### config.mk
export PLATFORM = sky130hd
export DESIGN_NAME = uart_tx
export DESIGN_NICKNAME = d
export VERILOG_FILES = /design/src/rtl/uart_pkg.sv /design/src/rtl/uart_tx.sv
export SDC_FILE = /design/constraint.sdc
export NUM_CORES = 1
export LEC_CHECK = 0
export BUFFER_PORTS_ARGS = -buffer_cell sky130_fd_sc_hd__buf_2
export CAP_MARGIN = 20
export CORE_UTILIZATION = 36
export CTS_CLUSTER_SIZE = 40
export DETAILED_ROUTE_END_ITERATION = 8
export SLEW_MARGIN = 20
export SYNTH_ARGS = -nofsm -noshare
export SYNTH_HDL_FRONTEND = slang
export SYNTH_SLANG_ARGS = --single-unit
### constraint.sdc
create_clock -name clk -period 5 [get_ports clk]
set_input_delay 1 -clock clk [delete_from_list [all_inputs] [get_ports clk]]
set_output_delay 1 -clock clk [all_outputs]
set_load 0.01 [all_outputs]
### src/rtl/uart_pkg.sv
// Frame-format types shared by the UART transmitter and receiver so that
// both ends of a link agree on parity and stop-bit encodings.
package uart_pkg;

    typedef enum logic [1:0] {
        PARITY_NONE = 2'd0,
        PARITY_EVEN = 2'd1,
        PARITY_ODD  = 2'd2
    } parity_t;

    typedef enum logic {
        STOP_BITS_1 = 1'b0,
        STOP_BITS_2 = 1'b1
    } stop_bits_t;

endpackage

### src/rtl/uart_tx.sv
// UART transmitter: takes a byte over valid/ready and sends it on tx as
// start, 5-8 data bits LSB first, optional parity and 1 or 2 stop bits.
module uart_tx
    import uart_pkg::*;
(
    input  logic        clk,
    input  logic        rst,
    input  logic [7:0]  tx_data,
    input  logic        tx_valid,
    output logic        tx_ready,
    input  logic [3:0]  num_data_bits,
    input  parity_t     parity,
    input  stop_bits_t  stop_bits,
    input  logic [15:0] clks_per_bit,
    output logic        tx,
    output logic        tx_busy,
    output logic        tx_done
);

    typedef enum logic [2:0] {
        IDLE,
        START,
        DATA,
        PARITY,
        STOP
    } state_t;

    state_t      r_state;
    logic        r_tx;
    logic        r_busy;
    logic        r_done;
    logic [15:0] r_cnt;
    logic [15:0] r_cpb;
    logic [2:0]  r_bitIdx;
    logic [2:0]  r_lastIdx;
    logic        r_stopIdx;
    logic [7:0]  r_data;
    parity_t     r_parity;
    stop_bits_t  r_stop;

    logic [3:0]  w_numBits;
    logic [7:0]  w_mask;
    logic [15:0] w_cpb;
    logic        w_bitEnd;

    always_comb begin
        w_numBits = num_data_bits;
        if (num_data_bits < 4'd5) begin
            w_numBits = 4'd5;
        end else if (num_data_bits > 4'd8) begin
            w_numBits = 4'd8;
        end
    end

    // Unsent upper bits are masked off at latch time so parity is a plain XOR.
    assign w_mask   = 8'hFF >> (4'd8 - w_numBits);
    assign w_cpb    = (clks_per_bit == 16'd0) ? 16'd1 : clks_per_bit;
    assign w_bitEnd = (r_cnt == 16'd0);

    always_ff @(posedge clk) begin
        if (!rst) begin
            r_state   <= IDLE;
            r_tx      <= 1'b1;
            r_busy    <= 1'b0;
            r_done    <= 1'b0;
            r_cnt     <= 16'd0;
            r_cpb     <= 16'd1;
            r_bitIdx  <= 3'd0;
            r_lastIdx <= 3'd7;
            r_stopIdx <= 1'b0;
            r_data    <= 8'd0;
            r_parity  <= PARITY_NONE;
            r_stop    <= STOP_BITS_1;
        end else begin
            r_done <= 1'b0;
            if (r_state != IDLE) begin
                r_cnt <= w_bitEnd ? (r_cpb - 16'd1) : (r_cnt - 16'd1);
            end
            case (r_state)
                IDLE: begin
                    if (tx_valid) begin
                        r_data    <= tx_data & w_mask;
                        r_lastIdx <= 3'(w_numBits - 4'd1);
                        r_parity  <= parity;
                        r_stop    <= stop_bits;
                        r_cpb     <= w_cpb;
                        r_cnt     <= w_cpb - 16'd1;
                        r_tx      <= 1'b0;
                        r_busy    <= 1'b1;
                        r_state   <= START;
                    end
                end
                START: begin
                    if (w_bitEnd) begin
                        r_bitIdx <= 3'd0;
                        r_tx     <= r_data[0];
                        r_state  <= DATA;
                    end
                end
                DATA: begin
                    if (w_bitEnd) begin
                        if (r_bitIdx != r_lastIdx) begin
                            r_bitIdx <= r_bitIdx + 3'd1;
                            r_tx     <= r_data[r_bitIdx + 3'd1];
                        end else if (r_parity != PARITY_NONE) begin
                            r_tx    <= (^r_data) ^ (r_parity == PARITY_ODD);
                            r_state <= PARITY;
                        end else begin
                            r_tx      <= 1'b1;
                            r_stopIdx <= 1'b0;
                            r_state   <= STOP;
                        end
                    end
                end
                PARITY: begin
                    if (w_bitEnd) begin
                        r_tx      <= 1'b1;
                        r_stopIdx <= 1'b0;
                        r_state   <= STOP;
                    end
                end
                STOP: begin
                    if (w_bitEnd) begin
                        if (r_stop == STOP_BITS_2 && !r_stopIdx) begin
                            r_stopIdx <= 1'b1;
                        end else begin
                            r_tx    <= 1'b1;
                            r_busy  <= 1'b0;
                            r_done  <= 1'b1;
                            r_state <= IDLE;
                        end
                    end
                end
                default: begin
                    r_tx    <= 1'b1;
                    r_busy  <= 1'b0;
                    r_state <= IDLE;
                end
            endcase
        end
    end

    assign tx_ready = (r_state == IDLE);
    assign tx       = r_tx;
    assign tx_busy  = r_busy;
    assign tx_done  = r_done;

endmodule

======== Word-level counts from Yosys, hierarchy flattened ========
Index checks and enable logic that the tools add are counted.
operators by class
  add/subtract/negate cells ............... 6
  $lt $le $gt $ge ......................... 3
  equality and inequality tests ........... 16
  shift operators ......................... 1
  muxes and demuxes ....................... 43
  bitwise gates (word level) .............. 3
  reductions and logical operators ........ 18
operators by type and width
  cell                                                         count
  2-to-1 mux 16 bit                                            5
  subtractor 16 x 1 -> 16 bit (second input constant)          3
  2-to-1 mux 3 bit                                             11
  logical NOT 16 bit                                           2
  inequality test 2 bit (second input constant)                10
  2-to-1 mux 1 bit                                             19
  one-hot mux 3 bit (5 select lines)                           1
  AND reduction 7 bit                                          2
  bitwise AND 8 bit                                            1
  2-to-1 mux 4 bit                                             2
  AND reduction 4 bit                                          2
  XOR reduction 8 bit                                          1
  right shift 8 x 4 -> 8 bit (first input constant)            1
  == test 3 x 2 -> 1 bit (second input constant)               2
  one-hot mux 1 bit (3 select lines)                           2
  one-hot mux 3 bit (2 select lines)                           1
  AND reduction 6 bit                                          1
  nonzero test 3 bit                                           2
  one-hot mux 1 bit (5 select lines)                           1
  > comparator 4 bit (second input constant)                   1
  less-than comparator 3 x 4 -> 1 bit (second input constant)  1
  less-than comparator 4 x 3 -> 1 bit (second input constant)  1
  nonzero test 2 bit                                           2
  subtractor 4 bit (first input constant)                      1
  15 further kinds                                             15
word-level totals
  register bits ........................... 56
  input bits .............................. 34
  output and inout port bits .............. 4
  logic and storage cells ................. 102

======== Depth between registers and ports, before layout ========
Gate-level depths: netlist of run 1.
  word-level depth ........................ 6
  mapped depth ............................ 12
  gate-level depth less buffers ........... 10

======== Least setup slack after synthesis of run 1 ========
No wires, ideal clock.
  kind .................................... input port to flip-flop
  start point ............................. input clks_per_bit[3]
  end point ............................... register r_cnt[12]
  arrival ................................. 3054 ps
  setup slack ............................. 1858 ps
  stages on the path ...................... 11
  path buffers ............................ 2
  path through ............................ or4_1 clkbuf_1 nor2b_1 a31oi_1 ha_1 nand2b_1 clkbuf_1 nor3_1 xnor2_1 a211o_1 o31ai_1
on the way
  longest elaborated chain between the ends .. 5
ends and longest elaborated chain
  item                           RTL line       source
  start, declared                uart_tx.sv:14  input logic [15:0] clks_per_bit,
  logical NOT 16 bit             uart_tx.sv:57  assign w_cpb = (clks_per_bit == 16'd0) ? 16'd1 : clks_per_bit;
  2-to-1 mux 16 bit *            uart_tx.sv:57
  subtractor 16 x 1 -> 16 bit *  uart_tx.sv:87  r_cnt <= w_cpb - 16'd1;
  2-to-1 mux 16 bit *            uart_tx.sv:81  if (tx_valid) begin
  2-to-1 mux 16 bit *            uart_tx.sv:79  case (r_state)
  end signal, assigned           uart_tx.sv:77  r_cnt <= w_bitEnd ? (r_cpb - 16'd1) : (r_cnt - 16'd1);
  end signal, assigned           uart_tx.sv:87
  end, declared                  uart_tx.sv:32  logic [15:0] r_cnt;
Mark *: on every way between the ends. The rest lies on a longest branch, timed or not.
A chain may end at the register's enable or synchronous reset.

======== Final worst setup path of run 1 ========
  start point ............................. input clks_per_bit[3]
  end point ............................... register r_cnt[6]
Same word-level chain as after synthesis.

==> summary.txt, run 1 <==
Run status
  – Status: complete, no violations

Floorplan
  – Core area: 9280 um2
  – # rows: 35
  – # IOs: 38
  – Starting Density: 0.374
  – Total die area: 10000 um2
  – Die W: 100 um
  – Die height: 100 um

Setup path
  – CP max FO: 8
  – Setup CP Type: primary input to flop
  – Flop-to-flop setup slack: 2.33 ns
  – Crit path DAT: 3.55 ns
  – Reg2Reg Capture Point: r_cnt[12]
  – R2R Path Start: r_cnt[0]
  – Worst Setup SP: clks_per_bit[3]
  – Critical Path RT: 5.28 ns
  – Worst-case reg-to-reg path depth: 9
  – CP endpoint kind: flop
  – Startpoint Class: primary input

Placed design
  – Placed Cells: 586
  – Final Wtd Congestion: 0.850
  – DP Worst Slack: 1.43 ns
  – Final HPWL DP: 6900 um
  – IO buf count: 37

Cells and area
  – Antenna fix cells: 0
  – Layout cells sized above 1: 0.157
  – Final nets: 505
  – Area grow syn2layout: 10.4%
  – Non-Filler Instances: 594

Worst hold path
  – Hold depth: 2
  – Hold EP: r_cpb[14]
  – Hold Path Class: flop to flop
  – Hold Startpoint: r_cpb[14]

Pwr
  – Max VDD drop: 0.000207 V
  – LEAKAGE: 1.43 nW
  – Pwr/cell area: 531 nW/um2
  – Total power: 0.00204 W

Timing
  – Final hold violations: 0
  – Clock Skews: 0.0147 ns
  – F_max: 305 MHz
  – Post-route minimum period: 3.28 ns
  – Worst setup margin: 1.72 ns
  – Final period utilization: 0.655
  – Setup TNS: 0 ns
  – Rel. slew slack: 0.567
  – Final setup viols: 0
  – Worst hold margin: 0.467 ns
  – Worst slew pin tran: 0.644 ns
  – RSZ-0062 raised after global routing: false
  – Max Slew Vio Count: 0

CTS
  – CTS-repair resized insts: 0
  – Total clock buffers created by CTS: 5
  – Maximum buffer depth of the clock tree: 2
  – Clock-pin slew of the registers on the worst-case setup and hold paths: 0.11 ns
  – Sink Count: 56
  – CTS root buffer: clkbuf_8
  – CTS tree: built
  – Clk_lat worst skew: 0.33 ns
  – Hold_buf cts: 0
  – H-tree depth: 2
  – Post-CTS setup buffer count: 0

Yosys
  – Sequential share of the synthesized area: 0.323
  – Flops & latches, synth: 56
  – Ys Warns: 0
  – EDFF count, synth: 0
  – Asr flop ratio synth: 0
  – Synthesized instance count: 438
  – Post-synth cell types: 65
  – Syn_nets: 479
  – Post-synthesis area per instance: 7.92 um2
  – Primary FF master, synth: dfxtp_1
  – Mapped cell area: 3470 um2

Detailed routing
  – Final wirelength: 9500 um
  – Remaining antenna violation count: 0
  – Wire length on met3: 640 um
  – DR pass1 iterations: 5
  – Met2 wire len: 4430 um
  – DRT iter0 DRCs: 260
  – Via count: 3288
  – Vias/cell: 5.54
  – Residual DRC: 0
  – Routed WL per cell: 16.0 um
  – Metal-1 WL: 4310 um
  – Max Used Layer: met4

Global route
  – Total global routing track utilization: 0.203
  – Global-route wire length before repair: 16100 um
  – Initial antenna violation count: 0
  – Vias in the first global route: 3249
  – GRT overflow: 0
  – Largest net degree at the start of global routing: 33

Flow run
  – Max-Cap Viols: 0
## routing by layer
metal	global-route usage	vias up
met2	0.341	108
met3	0.0341	12
li1	-	1643
met5	0	-
met4	0.0658	0
met1	0.265	1525
## layout by cell type, fill, tap and decap left out, drive strengths merged, types with 7 or more instances in the layout
cell,instances
xnor2,22
or3,8
nor3,11
dfxtp,56
nor4,7
buf,41
o21ai,13
nor2,32
o211ai,8
nand3,11
a21oi,56
nand2,73
a211oi,10
inv,9
mux2i,7
nand2b,7
ha,7
## critical path, stage by stage
cell	delay, ns
buf_2	0.14
or4_1	0.63
nor2b_1	0.37
a31oi_1	0.21
ha_1	0.27
nand2b_1	0.30
nor4_1	0.10
xnor2_1	0.14
a211oi_1	0.24
o21a_1	0.16
## cell type report
type                    instances  area, um2
multi-input cells             351       2210
inverters                       9       33.8
fillers                      1011       5450
flip-flops and latches         56       1120
repair buffers                 41        215
well taps                     129        161
clock inverters                 3       22.5
clock buffers                   5       68.8
## state kept, by name (all words and copies together), names as in the netlist, 2 cells and up
register	flops
r_lastIdx	3
r_bitIdx	3
r_state	3
r_cnt	16
r_cpb	16
r_data	8
r_parity	2
## power by group
part           total (W)  leakage [nW]  switching [W]  internal, W
clock           0.000264        0.0485       0.000163     0.000101
sequential      0.000691         0.460       0.000128     0.000563
combinational    0.00108         0.921       0.000672     0.000409
total            0.00204          1.43       0.000963      0.00107
## metrics by stage
| step | cell area, um2 | utilization |
|---|---|---|
| finish | 3830 | 0.413 |
| global route | 3830 | 0.413 |
| CTS | 3830 | 0.413 |
| detailed placement | 3740 | 0.403 |
| global placement | 3740 | 0.403 |
| floorplan | 3470 | - |
## worst max path at each step
stage,endpoint,depth (start not counted)
finish,r_cnt[6],10
global route,r_cnt[6],10
detailed placement,r_cnt[6],10
CTS,r_cnt[6],10
global placement,r_cnt[12],10
floorplan,r_cnt[12],11
## cell families (layout without fill, tap and decap cells)
family,count (synthesis),in the layout,share of synthesized area
AND/OR/NAND/NOR,179,179,0.261
AO/OA/AOI/OAI,129,129,0.248
flip-flops,56,56,0.323
buffers and inverters,31,58,0.0411
XOR/XNOR,27,27,0.0681
multiplexers,9,9,0.0332
adder cells (fa/ha/maj),7,7,0.0252
## synthesized netlist by cell type, types with 4 or more instances
| library cell | number | area, um2 |
|---|---|---|
| clkbuf_1 | 17 | 63.8 |
| nand2_1 | 72 | 270 |
| nor4_1 | 6 | 37.5 |
| or3_1 | 7 | 43.8 |
| ha_1 | 7 | 87.6 |
| or2_2 | 5 | 31.3 |
| nor3_1 | 11 | 55.1 |
| inv_1 | 8 | 30.0 |
| xnor2_1 | 22 | 193 |
| nor2_1 | 30 | 113 |
| dfxtp_1 | 56 | 1120 |
| o21ai_0 | 12 | 60.1 |
| and3_1 | 4 | 25.0 |
| nand3_1 | 11 | 55.1 |
| xor2_1 | 5 | 43.8 |
| o31ai_1 | 4 | 30.0 |
| a211oi_1 | 10 | 75.1 |
| o211ai_1 | 8 | 60.1 |
| or4_1 | 4 | 30.0 |
| a21oi_1 | 56 | 280 |
| o22ai_1 | 5 | 31.3 |
| mux2i_1 | 7 | 70.1 |
| a21o_1 | 4 | 30.0 |
| nand2b_1 | 7 | 43.8 |
Note: power is estimated with default switching activity, not from simulation.
==> run 2, diff against run 1 <==
==> constraint.sdc (replaced) <==
create_clock -name clk -period 2.87 [get_ports clk]
set_input_delay 0.574 -clock clk [delete_from_list [all_inputs] [get_ports clk]]
set_output_delay 0.574 -clock clk [all_outputs]
set_load 0.01 [all_outputs]
==> summary.txt, run 2 (synthesis results as in run 1) <==
CTS
  – Hold_buf cts: 0 (unchanged)
  – H-tree depth: 2 (unchanged)
  – Maximum buffer depth of the clock tree: 2 (unchanged)
  – Total clock buffers created by CTS: 5 (unchanged)
  – CTS root buffer: clkbuf_8 (unchanged)
  – Post-CTS setup buffer count: 0 (unchanged)
  – Sink Count: 56 (unchanged)
  – Clock-pin slew of the registers on the worst-case setup and hold paths: 0.11 ns (about the same)
  – CTS tree: built (unchanged)
  – Clk_lat worst skew: 0.32 ns (was 0.33 ns)
  – CTS-repair resized insts: 0 (unchanged)

Timing
  – Rel. slew slack: 0.494 (was 0.567)
  – Final hold violations: 0 (unchanged)
  – Post-route minimum period: 2.61 ns
  – Worst hold margin: 0.472 ns (was 0.467 ns)
  – Final period utilization: 0.911
  – Clock Skews: 0.00716 ns (was 0.0147 ns)
  – RSZ-0062 raised after global routing: false (unchanged)
  – F_max: 382 MHz
  – Final setup viols: 0 (unchanged)
  – Worst slew pin tran: 0.758 ns (was 0.644 ns)
  – Max Slew Vio Count: 0 (unchanged)
  – Setup TNS: 0 ns (unchanged)

Pwr
  – Pwr/cell area: 928 nW/um2 (was 531 nW/um2)
  – Total power: 0.00366 W (was 0.00204 W)
  – LEAKAGE: 1.49 nW (was 1.43 nW)
  – Max VDD drop: 0.000291 V (was 0.000207 V)

Setup path
  – Startpoint Class: flop (was primary input)
  – Top delay family on crit path: simple AND/OR/NAND/NOR gates (unchanged)
  – Setup CP Type: flop to flop (was primary input to flop)
  – Worst-case reg-to-reg path depth: 10 (was 9)
  – Critical path's largest stage delay: 0.63 ns (about the same)
  – CP cell instances: nor4_1, buf_4, nand3b_2, nor2_2, a21oi_1, ha_1, o311ai_4, nor4_2, a21oi_1, o31ai_1 (was buf_2, or4_1, nor2b_1, a31oi_1, ha_1, nand2b_1, nor4_1, xnor2_1, a211oi_1, o21a_1)
  – Crit path DAT: 2.85 ns (was 3.55 ns)
  – Reg2Reg Capture Point: r_cnt[12] (unchanged)
  – Critical Path RT: 3.11 ns (was 5.28 ns)
  – R2R Path Start: r_cnt[10] (was r_cnt[0])
  – Most used cell, CP: a21oi_1
  – Flop-to-flop setup slack: 0.26 ns (was 2.33 ns)
  – WP buf/inv: 1 (unchanged)
  – Critical path's slowest cell: nor4_2 (was or4_1)
  – CP max FO: 5 (was 8)
  – CP endpoint kind: flop (unchanged)

Detailed routing
  – Routed WL per cell: 16.0 um (about the same)
  – DR pass1 iterations: 5 (unchanged)
  – DRT iter0 DRCs: 329 (was 260)
  – Residual DRC: 0 (unchanged)
  – Vias/cell: 5.57 (was 5.54)
  – Remaining antenna violation count: 0 (unchanged)
  – Via count: 3392 (was 3288)
  – Final wirelength: 9730 um (was 9500 um)

Floorplan
  – Die height: 100 um (unchanged)
  – Die W: 100 um (unchanged)
  – # rows: 35 (unchanged)
  – # IOs: 38 (unchanged)
  – Starting Density: 0.374 (unchanged)
  – Core area: 9280 um2 (unchanged)
  – Total die area: 10000 um2 (unchanged)

Worst hold path
  – Hold Startpoint: r_cpb[14] (unchanged)
  – Hold EP: r_cpb[14] (unchanged)
  – Hold Path Class: flop to flop (unchanged)
  – Hold depth: 2 (unchanged)

Cells and area
  – Largest registers: r_cnt x16, r_cpb x16, r_data x8 (unchanged)
  – Final nets: 520 (was 505)
  – Multi-input logic area: 2210 um2 (unchanged)
  – Fillcell total: 999 (was 1011)
  – Core Util, Final: 0.425 (was 0.413)
  – Layout cells sized above 1: 0.183 (was 0.157)
  – Commonest non-fill, non-tap cell in the layout: nand2_1 (unchanged)
  – Commonest non-fill, non-tap cells in the layout: nand2_1 (72), a21oi_1 (56), dfxtp_1 (56), buf_2 (37), nor2_1 (29) (unchanged)
  – Area grow syn2layout: 13.7% (was 10.4%)
  – Antenna fix cells: 0 (unchanged)
  – Total area of sequential cells: 1120 um2 (unchanged)

Global route
  – Global-route wire length before repair: 15900 um (was 16100 um)
  – Total global routing track utilization: 0.201 (was 0.203)
  – Vias in the first global route: 3203 (was 3249)
  – Initial antenna violation count: 0 (unchanged)
  – GRT overflow: 0 (unchanged)
  – Largest net degree at the start of global routing: 32 (was 33)

Run status
  – Status: complete, no violations (unchanged)

Flow run
  – Max-Cap Viols: 0 (unchanged)

Placed design
  – Final Wtd Congestion: 0.904 (was 0.850)
  – Final HPWL DP: 7250 um (was 6900 um)
  – IO buf count: 37 (unchanged)
-- run 2: cell count changes in the layout (fill, tap and decap cells not counted), sizes merged --
cell / before / now
buf: 41 / 56
clkinv: 3 / 2
clkinvlp: 0 / 2
inv: 9 / 8
-- run 2: worst min-delay path: cells and delay by family, from the launching register on --
kind / cells / cell delay (ns)
AO/OA/AOI/OAI: 1 / 0.06
flip-flops: 1 / 0.33
AND/OR/NAND/NOR: 1 / 0.05
-- run 2: worst max path at each step --
stage / from / end / slack, ns / depth (start not counted)
3_5_place_dp: clks_per_bit[3] / r_cnt[6] / 0.16 / 11
2_1_floorplan: clks_per_bit[3] / r_cnt[12] / 0.15 / 11
4_1_cts: r_cnt[10] / r_cnt[12] / 0.28 / 10
3_3_place_gp: clks_per_bit[13] / r_cnt[12] / 0.20 / 11
6_report: r_cnt[10] / r_cnt[12] / 0.26 / 10
5_1_grt: r_cnt[11] / r_cnt[12] / 0.12 / 10
-- run 2: layer usage --
layer / global-route usage / vias to the layer above / share of wire
met1: 0.268 / 1587 / 0.47
met2: 0.337 / 110 / 0.46
met5: 0 / - / 0
met4: 0.0647 / 0 / 0.018
li1: - / 1675 / -
met3: 0.0272 / 20 / 0.049
-- run 2: area by class of cell --
class | instances | area share
repair buffers | 56 | 0.0831
well taps | 129 | 0.0409
clock buffers | 5 | 0.0174
clock inverters | 3 | 0.00602
inverters | 9 | 0.00856
multi-input cells | 351 | 0.560
flip-flops and latches | 56 | 0.284
-- run 2: per-stage QoR --
step	cells	worst slack, ns	cell area, um2
2_1_floorplan	438	0.154	3470
3_3_place_gp	601	0.200	3850
3_5_place_dp	601	0.164	3850
4_1_cts	609	0.276	3950
5_1_grt	609	0.116	3950
6_report	609	0.256	3950
-- run 2: power breakdown --
group	internal, W	total (W)	leakage (nW)	switching [W]
Sequential	0.000981	0.00120	0.460	0.000216
Combinational	0.000797	0.00201	0.992	0.00121
Clock	0.000174	0.000460	0.0404	0.000286
